**config.mk**
```make
export PLATFORM = sky130hd
export DESIGN_NAME = conv_state_seq_flat
export DESIGN_NICKNAME = d
export VERILOG_FILES = /design/src/rtl/conv_state_seq_if.sv /design/src/rtl/conv_state_seq.sv /design/src/flat_wrapper.sv
export SDC_FILE = /design/constraint.sdc
export NUM_CORES = 1
export LEC_CHECK = 0
export BUFFER_PORTS_ARGS = -buffer_cell sky130_fd_sc_hd__buf_2
export CORE_MARGIN = 2
export CORE_UTILIZATION = 35
export CTS_CLUSTER_DIAMETER = 200
export CTS_CLUSTER_SIZE = 25
export DETAILED_ROUTE_END_ITERATION = 6
export PLACE_DENSITY = 0.67
export REMOVE_ABC_BUFFERS = 1
export SLEW_MARGIN = 30
export SYNTH_ARGS = -nofsm -noshare
export SYNTH_HDL_FRONTEND = slang
export SYNTH_SLANG_ARGS = --single-unit
```
**constraint.sdc**
```tcl
create_clock -name clk -period 2.2 [get_ports clk]
set_input_delay 0.11 -clock clk [delete_from_list [all_inputs] [get_ports clk]]
set_output_delay 0.11 -clock clk [all_outputs]
set_load 0.05 [all_outputs]
```
**src/rtl/conv_state_seq_if.sv**
```systemverilog
// Pixel-stream handshake between the feature-map source and the convolution
// sequencer.
//   in_valid : source has a pixel this cycle
//   in_ready : sequencer accepts a pixel this cycle
// A pixel moves (a "beat") when both are high in the same cycle.
interface conv_state_seq_if;
  logic in_valid;
  logic in_ready;

  modport master (output in_valid, input in_ready);
  modport slave  (input in_valid, output in_ready);
endinterface

```
**src/rtl/conv_state_seq.sv**
```systemverilog
// Top-level sequencer for the convolution unit.
// It walks one feature-map pass per input-channel group through
// INIT -> A (row-buffer fill, 3x3 only) -> B (compute) -> C (drain) -> D (done).
// It gates the pixel stream and flags valid accumulator outputs LAT cycles
// after each window beat.
// Ports:
//   clk, rstn            clock; asynchronous active-high reset
//   state_rst            synchronous abort back to INIT
//   start                pass start, sampled only in INIT
//   cfg_pw/width/height/groups  pass configuration, latched on a valid start
//   pix (slave)          pixel handshake: in_valid in, in_ready out
//   current_state        000 INIT, 001 A, 010 B, 011 C, 100 D
//   out_valid            accumulator result valid
//   first_grp/last_grp   group 0 / group G-1 flags
//   line_len             latched width, used by the row buffers
//   row_cnt/col_cnt      position of the next pixel to be accepted
//   grp_cnt              current channel group
//   busy, done, cfg_err  status: not idle / pass finished / start rejected
module conv_state_seq #(
  parameter int CNT_WIDTH           = 8,
  parameter int GRP_WIDTH           = 4,
  parameter int MULT_PIPELINE_STAGE = 2
) (
  input  logic                 clk,
  input  logic                 rstn,
  input  logic                 state_rst,
  input  logic                 start,
  input  logic                 cfg_pw,
  input  logic [CNT_WIDTH-1:0] cfg_width,
  input  logic [CNT_WIDTH-1:0] cfg_height,
  input  logic [GRP_WIDTH-1:0] cfg_groups,
  conv_state_seq_if.slave      pix,
  output logic [2:0]           current_state,
  output logic                 out_valid,
  output logic                 first_grp,
  output logic                 last_grp,
  output logic [CNT_WIDTH-1:0] line_len,
  output logic [CNT_WIDTH-1:0] row_cnt,
  output logic [CNT_WIDTH-1:0] col_cnt,
  output logic [GRP_WIDTH-1:0] grp_cnt,
  output logic                 busy,
  output logic                 done,
  output logic                 cfg_err
);

  localparam int LAT   = MULT_PIPELINE_STAGE + 1;
  localparam int DRN_W = $clog2(LAT + 1) + 1;

  typedef enum logic [2:0] {
    S_INIT = 3'd0,
    S_A    = 3'd1,
    S_B    = 3'd2,
    S_C    = 3'd3,
    S_D    = 3'd4
  } state_t;

  state_t               state, state_nxt;
  logic [CNT_WIDTH-1:0] h_len;
  logic [GRP_WIDTH-1:0] g_num;
  logic                 pw_mode;
  logic [LAT-1:0]       win_sr;
  logic [DRN_W-1:0]     drn_cnt;
  logic                 ready;

  logic beat, abort, cfg_ok, start_ok, col_end, row_end;
  logic fill_end, pass_end, drain_end, grp_end, win;

  assign pix.in_ready = ready;
  assign beat     = pix.in_valid & ready;
  assign abort    = state_rst && (state != S_INIT);
  assign cfg_ok   = (cfg_width != '0) && (cfg_height != '0) && (cfg_groups != '0) &&
                    (cfg_pw || ((cfg_width >= CNT_WIDTH'(3)) && (cfg_height >= CNT_WIDTH'(3))));
  // state_rst also blocks a start that arrives in INIT.
  assign start_ok = (state == S_INIT) && start && !state_rst && cfg_ok;
  assign col_end  = (col_cnt == line_len - CNT_WIDTH'(1));
  assign row_end  = (row_cnt == h_len - CNT_WIDTH'(1));
  // Fill ends on pixel (2,1): rows 0 and 1 plus two pixels of row 2 = 2W+2 beats.
  assign fill_end = beat && (state == S_A) &&
                    (row_cnt == CNT_WIDTH'(2)) && (col_cnt == CNT_WIDTH'(1));
  assign pass_end = beat && (state == S_B) && col_end && row_end;
  assign drain_end = (state == S_C) && (drn_cnt == DRN_W'(LAT));
  assign grp_end  = (grp_cnt == g_num - GRP_WIDTH'(1));
  // In 3x3 mode the first two columns of a row do not complete a window.
  assign win      = beat && (state == S_B) && (pw_mode || (col_cnt >= CNT_WIDTH'(2)));

  // State register
  always_ff @(posedge clk or posedge rstn) begin
    if (rstn) state <= S_INIT;
    else      state <= state_nxt;
  end

  // Next-state logic
  always_comb begin
    state_nxt = state;
    case (state)
      S_INIT: if (start_ok) state_nxt = cfg_pw ? S_B : S_A;
      S_A:    if (fill_end) state_nxt = S_B;
      S_B:    if (pass_end) state_nxt = S_C;
      S_C:    if (drain_end) state_nxt = grp_end ? S_D : (pw_mode ? S_B : S_A);
      S_D:    state_nxt = S_INIT;
      default: state_nxt = S_INIT;
    endcase
    if (abort) state_nxt = S_INIT;
  end

  // Output decode
  always_comb begin
    current_state = state;
    ready         = (state == S_A) || (state == S_B);
    busy          = (state != S_INIT);
    done          = (state == S_D);
    first_grp     = ((state == S_A) || (state == S_B) || (state == S_C)) && (grp_cnt == '0);
    last_grp      = ((state == S_A) || (state == S_B) || (state == S_C)) && grp_end;
    out_valid     = win_sr[LAT-1];
  end

  // Counters, configuration latches and the window-latency shift register
  always_ff @(posedge clk or posedge rstn) begin
    if (rstn) begin
      line_len <= '0;
      h_len    <= '0;
      g_num    <= '0;
      pw_mode  <= 1'b0;
      row_cnt  <= '0;
      col_cnt  <= '0;
      grp_cnt  <= '0;
      drn_cnt  <= '0;
      win_sr   <= '0;
      cfg_err  <= 1'b0;
    end else begin
      cfg_err <= (state == S_INIT) && start && !state_rst && !cfg_ok;
      win_sr  <= abort ? '0 : ((win_sr << 1) | LAT'(win));
      if (abort || (state == S_D)) begin
        row_cnt <= '0;
        col_cnt <= '0;
        grp_cnt <= '0;
        drn_cnt <= '0;
      end else begin
        case (state)
          S_INIT: begin
            if (start_ok) begin
              line_len <= cfg_width;
              h_len    <= cfg_height;
              g_num    <= cfg_groups;
              pw_mode  <= cfg_pw;
              row_cnt  <= '0;
              col_cnt  <= '0;
              grp_cnt  <= '0;
            end
          end
          S_A, S_B: begin
            if (beat) begin
              if (col_end) begin
                col_cnt <= '0;
                // The last pixel of the map leaves B, so row wraps to 0 instead of H.
                row_cnt <= row_end ? '0 : row_cnt + CNT_WIDTH'(1);
              end else begin
                col_cnt <= col_cnt + CNT_WIDTH'(1);
              end
            end
          end
          S_C: begin
            if (drain_end) begin
              drn_cnt <= '0;
              row_cnt <= '0;
              col_cnt <= '0;
              if (!grp_end) grp_cnt <= grp_cnt + GRP_WIDTH'(1);
            end else begin
              drn_cnt <= drn_cnt + DRN_W'(1);
            end
          end
          default: ;
        endcase
      end
    end
  end

endmodule

```
**src/flat_wrapper.sv**
```systemverilog
// flat-port wrapper written by rule: the top's interface ports become plain ports
module conv_state_seq_flat 
#(
  parameter int CNT_WIDTH           = 8,
  parameter int GRP_WIDTH           = 4,
  parameter int MULT_PIPELINE_STAGE = 2
)
  (clk, rstn, state_rst, start, cfg_pw, cfg_width, cfg_height, cfg_groups, current_state, out_valid, first_grp, last_grp, line_len, row_cnt, col_cnt, grp_cnt, busy, done, cfg_err, pix_in_valid, pix_in_ready);
  conv_state_seq_if pix_i ();
  input  logic clk;
  input  logic rstn;
  input  logic state_rst;
  input  logic start;
  input  logic cfg_pw;
  input  logic [CNT_WIDTH-1:0] cfg_width;
  input  logic [CNT_WIDTH-1:0] cfg_height;
  input  logic [GRP_WIDTH-1:0] cfg_groups;
  output logic [2:0] current_state;
  output logic out_valid;
  output logic first_grp;
  output logic last_grp;
  output logic [CNT_WIDTH-1:0] line_len;
  output logic [CNT_WIDTH-1:0] row_cnt;
  output logic [CNT_WIDTH-1:0] col_cnt;
  output logic [GRP_WIDTH-1:0] grp_cnt;
  output logic busy;
  output logic done;
  output logic cfg_err;
  input wire logic [$bits(pix_i.in_valid)-1:0] pix_in_valid;
  output wire logic [$bits(pix_i.in_ready)-1:0] pix_in_ready;
  assign pix_i.in_valid = pix_in_valid;
  assign pix_in_ready = pix_i.in_ready;
  conv_state_seq #(.CNT_WIDTH(CNT_WIDTH), .GRP_WIDTH(GRP_WIDTH), .MULT_PIPELINE_STAGE(MULT_PIPELINE_STAGE)) u_core (.clk(clk), .rstn(rstn), .state_rst(state_rst), .start(start), .cfg_pw(cfg_pw), .cfg_width(cfg_width), .cfg_height(cfg_height), .cfg_groups(cfg_groups), .pix(pix_i), .current_state(current_state), .out_valid(out_valid), .first_grp(first_grp), .last_grp(last_grp), .line_len(line_len), .row_cnt(row_cnt), .col_cnt(col_cnt), .grp_cnt(grp_cnt), .busy(busy), .done(done), .cfg_err(cfg_err));
endmodule
```
After elaboration in Yosys (flattened, before gate mapping) --
Cells that the tools add are included.
Operators by class: add/sub/neg operators 7, order comparisons 3, equal/unequal tests 19, mux-type cells 29, bitwise gates (word level) 3, reduce and logical (&&, ||, !) cells 41
Operators by type and width (number):
- 8-bit two-way mux | 9
- 8-bit case mux with 3 select lines | 2
- 3-bit two-way mux | 10
- 8-bit by 2-bit greater-or-equal comparator with 1-bit output, second input constant | 3
- 1-bit logical AND | 19
- 3-bit by 1-bit != test with 1-bit output, second input constant | 6
- 8-bit by 1-bit adder with 8-bit output, second input constant | 2
- 8-bit equality test | 2
- 4-bit two-way mux | 4
- 8-bit nonzero test | 2
- 8-bit by 1-bit subtractor with 8-bit output, second input constant | 2
- 3-bit case mux with 4 select lines | 1
- 4-bit AND reduction | 3
- 3-bit by 2-bit equality test with 1-bit output, second input constant | 3
- 8-bit by 1-bit equality test with 1-bit output, second input constant | 1
- 8-bit by 2-bit equality test with 1-bit output, second input constant | 1
- 4-bit case mux with 2 select lines | 1
- 4-bit nonzero test | 2
- 3-bit by 2-bit != test with 1-bit output, second input constant | 2
- 3-bit nonzero test | 2
- 1-bit logical OR | 5
- 5-bit AND reduction | 1
- 4-bit by 1-bit adder with 4-bit output, second input constant | 1
- 4-bit equality test | 1
- other kinds (15) | 17
Word-level totals: register bits 51, bits of input ports 26, output and inout bits 38, word-level logic and storage cells 113

Longest topological paths before layout --
depth in word-level cells 9, depth in mapped cells 10, depth with buffers taken out 9

Worst setup path before layout --
OpenSTA, ideal clock, no wires.
path kind reg-to-output, start point register u_core.grp_cnt[3], end point output port last_grp, data arrival time 2.623 ns, required time 2.090 ns, path slack -0.533 ns, stages on the path, launching flop included 5, cell sequence dfrtp_1 > xnor2_1 > xnor2_1 > or4_1 > nor3_1
On the way: word-level cells in the longest chain between the ends 2
RTL lines:
- from (decl) | line conv_state_seq.sv:40 | output logic [GRP_WIDTH-1:0] grp_cnt,
- from (signal assigned) | line conv_state_seq.sv:167 | if (!grp_end) grp_cnt <= grp_cnt + GRP_WIDTH'(1);
- 4-bit equality test | line conv_state_seq.sv:82 | assign grp_end = (grp_cnt == g_num - GRP_WIDTH'(1));
- 1-bit logical AND | line conv_state_seq.sv:113 | last_grp = ((state == S_A) || (state == S_B) || (state == S_C)) && grp_end;
- to (decl) | line flat_wrapper.sv:21 | output logic last_grp;
No other way between the ends.

Worst setup path in the final report --
start point register u_core.line_len[2], end point register u_core.row_cnt[7]
On the way: word-level cells in the longest chain between the ends 4
RTL lines:
- from (decl) | line conv_state_seq.sv:37 | output logic [CNT_WIDTH-1:0] line_len,
- from (signal assigned) | line conv_state_seq.sv:142 | line_len <= cfg_width;
- 8-bit by 1-bit subtractor with 8-bit output | line conv_state_seq.sv:75 | assign col_end = (col_cnt == line_len - CNT_WIDTH'(1));
- 8-bit equality test | line conv_state_seq.sv:75
- 3-bit by 1-bit != test with 1-bit output (no line)
- 5-bit AND reduction (no line)
- to (signal assigned) | line conv_state_seq.sv:156 | row_cnt <= row_end ? '0 : row_cnt + CNT_WIDTH'(1);
- to (decl) | line conv_state_seq.sv:38 | output logic [CNT_WIDTH-1:0] row_cnt,
No other way between the ends. A chain may end at the register's enable or synchronous reset.

==> results <==
- The total internal power is 2.881 mW.
- Of the total power, the share spent switching nets is 0.4681.
- The half-perimeter wire length of the detailed placement result is 6836 um.
- The critical path contains buffers and inverters numbering 2 combined.
- The total die area is 10100 um2.
- The maximum cell stage delay along the critical path is 0.46 ns.
- The data required time of the worst path is roughly 2.4 ns.
- The met3 layer wire length in the routed design is 505 um.
- The core occupancy in the finished layout is 0.4845.
- The most used flip-flop cell after synthesis is sky130_fd_sc_hd__dfrtp_1.
- Setup violations remaining at the end of the flow were counted as 8.
- After synthesis, the most frequently instantiated cells are sky130_fd_sc_hd__dfrtp_1, sky130_fd_sc_hd__inv_1, sky130_fd_sc_hd__nand2_1.
- The adder and majority cell fraction of the synthesized area is 0.04223.
- The element type at the critical path end is a flop.
- After synthesis, the share of flip-flops with an asynchronous set or reset is 1.000.
- Grouping stages by cell kind, the critical path spends the most delay in simple AND/OR/NAND/NOR gates.
- The area after detailed placement is 4045 um2.
- The per-cell via count in the routed design is roughly 5.4.
- Clock latency on the worst-skew pair, taken at its later pin, is 0.31 ns.
- Of the total power, registers draw 0.277.
- On the critical path, the stage with the largest delay is an instance of sky130_fd_sc_hd__dfrtp_2.
- TritonCTS built the clock tree.
- The arrival time reported for the critical path endpoint is 2.51 ns.
- The final clock period utilization by the worst path is 1.035.
- The type of element launching the critical path is a flop.
- The detailed router's first-iteration violation count is 108.
- The fraction of the mapped netlist area in compound gates was 0.1658.
- The count of yosys warnings during synthesis is 0.
- The type of the tightest min-delay check is input port to flop.
- The clock net in this run drives a total of 51 sinks.
- The largest fanout on the critical path is 5.
- The repair_antennas step left the layout with diodes totalling 0.
- The portion of synthesized area spent on multiplexers is 0.08829.
- Counting along the longest clock path gives a buffer depth of 2.
- In the post-synthesis netlist, the biggest area contributors are sky130_fd_sc_hd__dfrtp_1, sky130_fd_sc_hd__mux2_1, sky130_fd_sc_hd__ha_1.
- The floorplan die width is 100.5 um.
- The root buffer cell chosen for the clock tree is sky130_fd_sc_hd__clkbuf_8.
- The distinct cell type count after synthesis is 56.
- Yosys instantiated no cell more often than sky130_fd_sc_hd__dfrtp_1.
- The final worst clock skew is 0.01019 ns.
- After filler insertion, the fill cell instance count of the layout stands at 857.
- The normalized max-slew margin is 0.6789.
- For this run, the register share of the synthesized area comes to 0.3916.
- The leakage power is 2.033 nW.
- The simple-gate share of the synthesized area is 0.2019.
- The top cell type by total area after synthesis is sky130_fd_sc_hd__dfrtp_1.
- Routability-driven placement finished with a final weighted congestion of 0.9267.
- Clock-pin slew was measured on the worst setup and hold paths at 0.10 ns.
- In the synthesized netlist, the number of instances is 353.
- The final wirelength is 9047 um.
- The highest routed metal layer is met4.
- In the final routed layout, each cell accounts on average for 15.71 um.
- The share of total power in the clock network is 0.108.
- The area growth from synthesis to layout is 36.05%.
- Across every metal layer, demand over resource in global routing totals 0.1803.
- The part of the total power dissipated in combinational logic is 0.615.
- The setup TNS is -0.3033 ns.
- The initial antenna violation count came to 0.
- The post-route met1 wirelength is 4075 um.
- The initial core utilization is 0.3561.
- The run finished, with violations left.
- Yosys mapped a number of flops with a built-in enable equal to 0.
- The origin of the worst setup path is u_core.line_len[2].
- The area share of the leading cell type in the synthesized netlist is 0.3916.
- The post-layout net count is 501.
- The total number of vias is 3124.
- Synthesis inferred about 50 register bits.
- The worst-case vdd ir drop is 530.3 uV.
- Setup repair after global routing could not meet its margin everywhere.
- Wire segments on met2 add up to between 4000 and 5000 um in the final route.
- The xor and xnor area share after synthesis is 0.06449.
- Clock tree synthesis inserted a total of 5 buffers.
- The vertical die dimension is between 100 and 150 um.
- The startpoint identified for the worst register-to-register timing path is u_core.line_len[2].
- The top-level I/O count is 64.
- The first global-routing pass estimated about 15000 um of wire.
- The class of the most critical setup path is flop to flop.
- The critical path goes through or3_1, o21ai_1, nand4b_1, a211oi_4, buf_6, nor2_4, buf_12, nand3b_1, o22ai_1.
- For this run, design rule violations remaining after detail routing come to 0.
- The final reports fail on negative setup slack.
- The number of standard-cell rows in the floorplan is 35.
- The total grt overflow is 0.
- The finished cells cover 4434 um2.
- The first detailed-routing pass took 4 iterations.
- In this run the critical register-to-register path is captured at u_core.row_cnt[7].
- The via count of the first global-routing pass was 3080.
- The number of gates on the worst path with buffers counted is 9.
- Dividing total power by cell area gives a power density of ~1200 nW/um2.
- The routed design could run at a clock period as short as 2.278 ns.
- The area of the core region is 9153 um2.
- The destination of the critical timing path is u_core.row_cnt[7].
- Dividing the synthesized area by the synthesized cell count gives 9.233 um2.
- The ratio of cells with drive above 1 in the final layout is 0.3720.
- The final number of max-transition violations was 0.
- The analysis attributes to net switching a power of ~2.5 mW.
- The count of input and output buffers is 63.
- Across all register-to-register paths, the minimum setup slack is -0.08 ns.
- The main combinational cell family by area after synthesis is simple AND/OR/NAND/NOR gates.
- The number of cell instances on the worst register-to-register path is 9.
- The maximum number of pins on one net before global-route repair is 22.
- In this run the remaining antenna-violating nets after routing total 0.
- The maximum clock frequency is 439.0 MHz.
- At the pin with the least slew margin, the transition time is between 0.4 and 0.5 ns.
- The synthesized netlist occupies a cell area of 3259 um2.
- The overall power after layout is 5.416 mW.
- The post-layout worst setup margin is -0.07776 ns.
- Max-cap violations in this run came to 0.
- The count of endpoints failing hold in the final timing report is 0.
- The count of H-tree levels built during CTS is 2.
[worst min path at each step]
stage                                    end  slack, ns  cells after the start     startpoint
after floorplan             u_core.win_sr[0]       0.23                      2   pix_in_valid
after global placement     u_core.grp_cnt[3]       0.09                      2           rstn
after detailed placement     u_core.g_num[2]        0.1                      2           rstn
after CTS                    u_core.g_num[1]       0.02                      2  cfg_groups[1]
after global routing      u_core.line_len[7]       0.02                      2   cfg_width[7]
final                        u_core.g_num[3]       0.03                      2  cfg_groups[3]
[logic make-up after synthesis]
| group | count (synthesis) |
|---|---|
| AOI/OAI and AO/OA | 81 |
| xor gates and xnor gates | 24 |
| adders and majority gates | 11 |
| buffers and inverters | 39 |
| DFF | 51 |
| muxes | 26 |
| and+or+nand+nor | 121 |
[state kept, by name, indices dropped and copies added, names as in the netlist]
register              cells
u_core.cfg_err            1
u_core.col_cnt            8
u_core.current_state      3
u_core.drn_cnt            3
u_core.g_num              4
u_core.grp_cnt            4
u_core.h_len              8
u_core.line_len           8
u_core.pw_mode            1
u_core.row_cnt            8
u_core.win_sr             3
[worst register-to-register path: stages (launching register included)]
cell and delay (ns):
sky130_fd_sc_hd__dfrtp_2 0.46, sky130_fd_sc_hd__or3_1 0.39, sky130_fd_sc_hd__o21ai_1 0.15, sky130_fd_sc_hd__nand4b_1 0.18, sky130_fd_sc_hd__a211oi_4 0.26, sky130_fd_sc_hd__buf_6 0.16, sky130_fd_sc_hd__nor2_4 0.06, sky130_fd_sc_hd__buf_12 0.15
sky130_fd_sc_hd__nand3b_1 0.24, sky130_fd_sc_hd__o22ai_1 0.15
[metal layers]
layer,GRT usage,up-vias
met3,0.03329,15
met5,0,-
met4,0.06428,0
li1,-,1514
met1,0.2387,1503
met2,0.2963,92
[power groups by stage]
stage	clock, mW	sequential [mW]	combinational, mW
floorplan	0	1.91	1.49
global placement	0	1.48	2.82
detailed placement	0	1.50	2.88
CTS	0.600	1.48	3.14
global route	0.646	1.54	3.60
finish	0.585	1.50	3.33
[area by class of cell]
class                           instances  area [um2]  area share
Clock buffer                            6       82.58     0.01862
Clock inverter                          2       16.27    0.003668
Inverter                               26       97.59     0.02201
Multi-Input combinational cell        263        2036      0.4591
Sequential cell                        51        1280      0.2887
Tap cell                              111       138.9     0.03132
Timing Repair Buffer                  117       783.3      0.1766
[repair_timing]
| item | CTS | global route |
|---|---|---|
| endpoints found under the hold margin | 14 | 0 |
| gates resized for setup | 24 | 31 |
| hold buffers | 1 | 0 |
| cloned | 1 | 0 |
| setup endpoints to repair | 16 | 21 |
| pin swaps | 10 | 18 |
| buffers inserted | 3 | 4 |
[metrics by stage]
step / cells / setup slack [ns] / hold WS, ns
floorplan: 340 / -0.5334 / 0.2300
global placement: 561 / -0.01681 / 0.09480
detailed placement: 561 / -0.1524 / 0.09727
CTS: 573 / -0.08349 / 0.01745
global route: 576 / -0.2084 / 0.02268
finish: 576 / -0.07776 / 0.02687
[layout by cell type (no fill, tap or decap), drive strengths merged, types with 2 or more instances in the layout]
cell / Yosys / layout
xor2: 11 / 11
nand4: 8 / 8
mux2: 22 / 22
mux2i: 4 / 4
nand3: 14 / 14
nor2: 15 / 15
o31ai: 2 / 2
o31a: 2 / 2
a21o: 2 / 2
a211oi: 11 / 11
nand2b: 6 / 6
or3: 7 / 7
nor4: 9 / 9
nor3: 19 / 19
o21ai: 20 / 20
a31oi: 5 / 5
ha: 11 / 11
nor2b: 4 / 4
and3: 3 / 3
o22ai: 8 / 8
clkbuf: 10 / 7
o211ai: 2 / 2
buf: 3 / 115
a21oi: 14 / 14
and2: 3 / 3
nor3b: 4 / 4
nand3b: 2 / 2
nand2: 22 / 22
dfrtp: 51 / 51
o21bai: 3 / 3
inv: 26 / 26
xnor2: 13 / 13
Note: power is estimated with default switching activity, not from simulation.
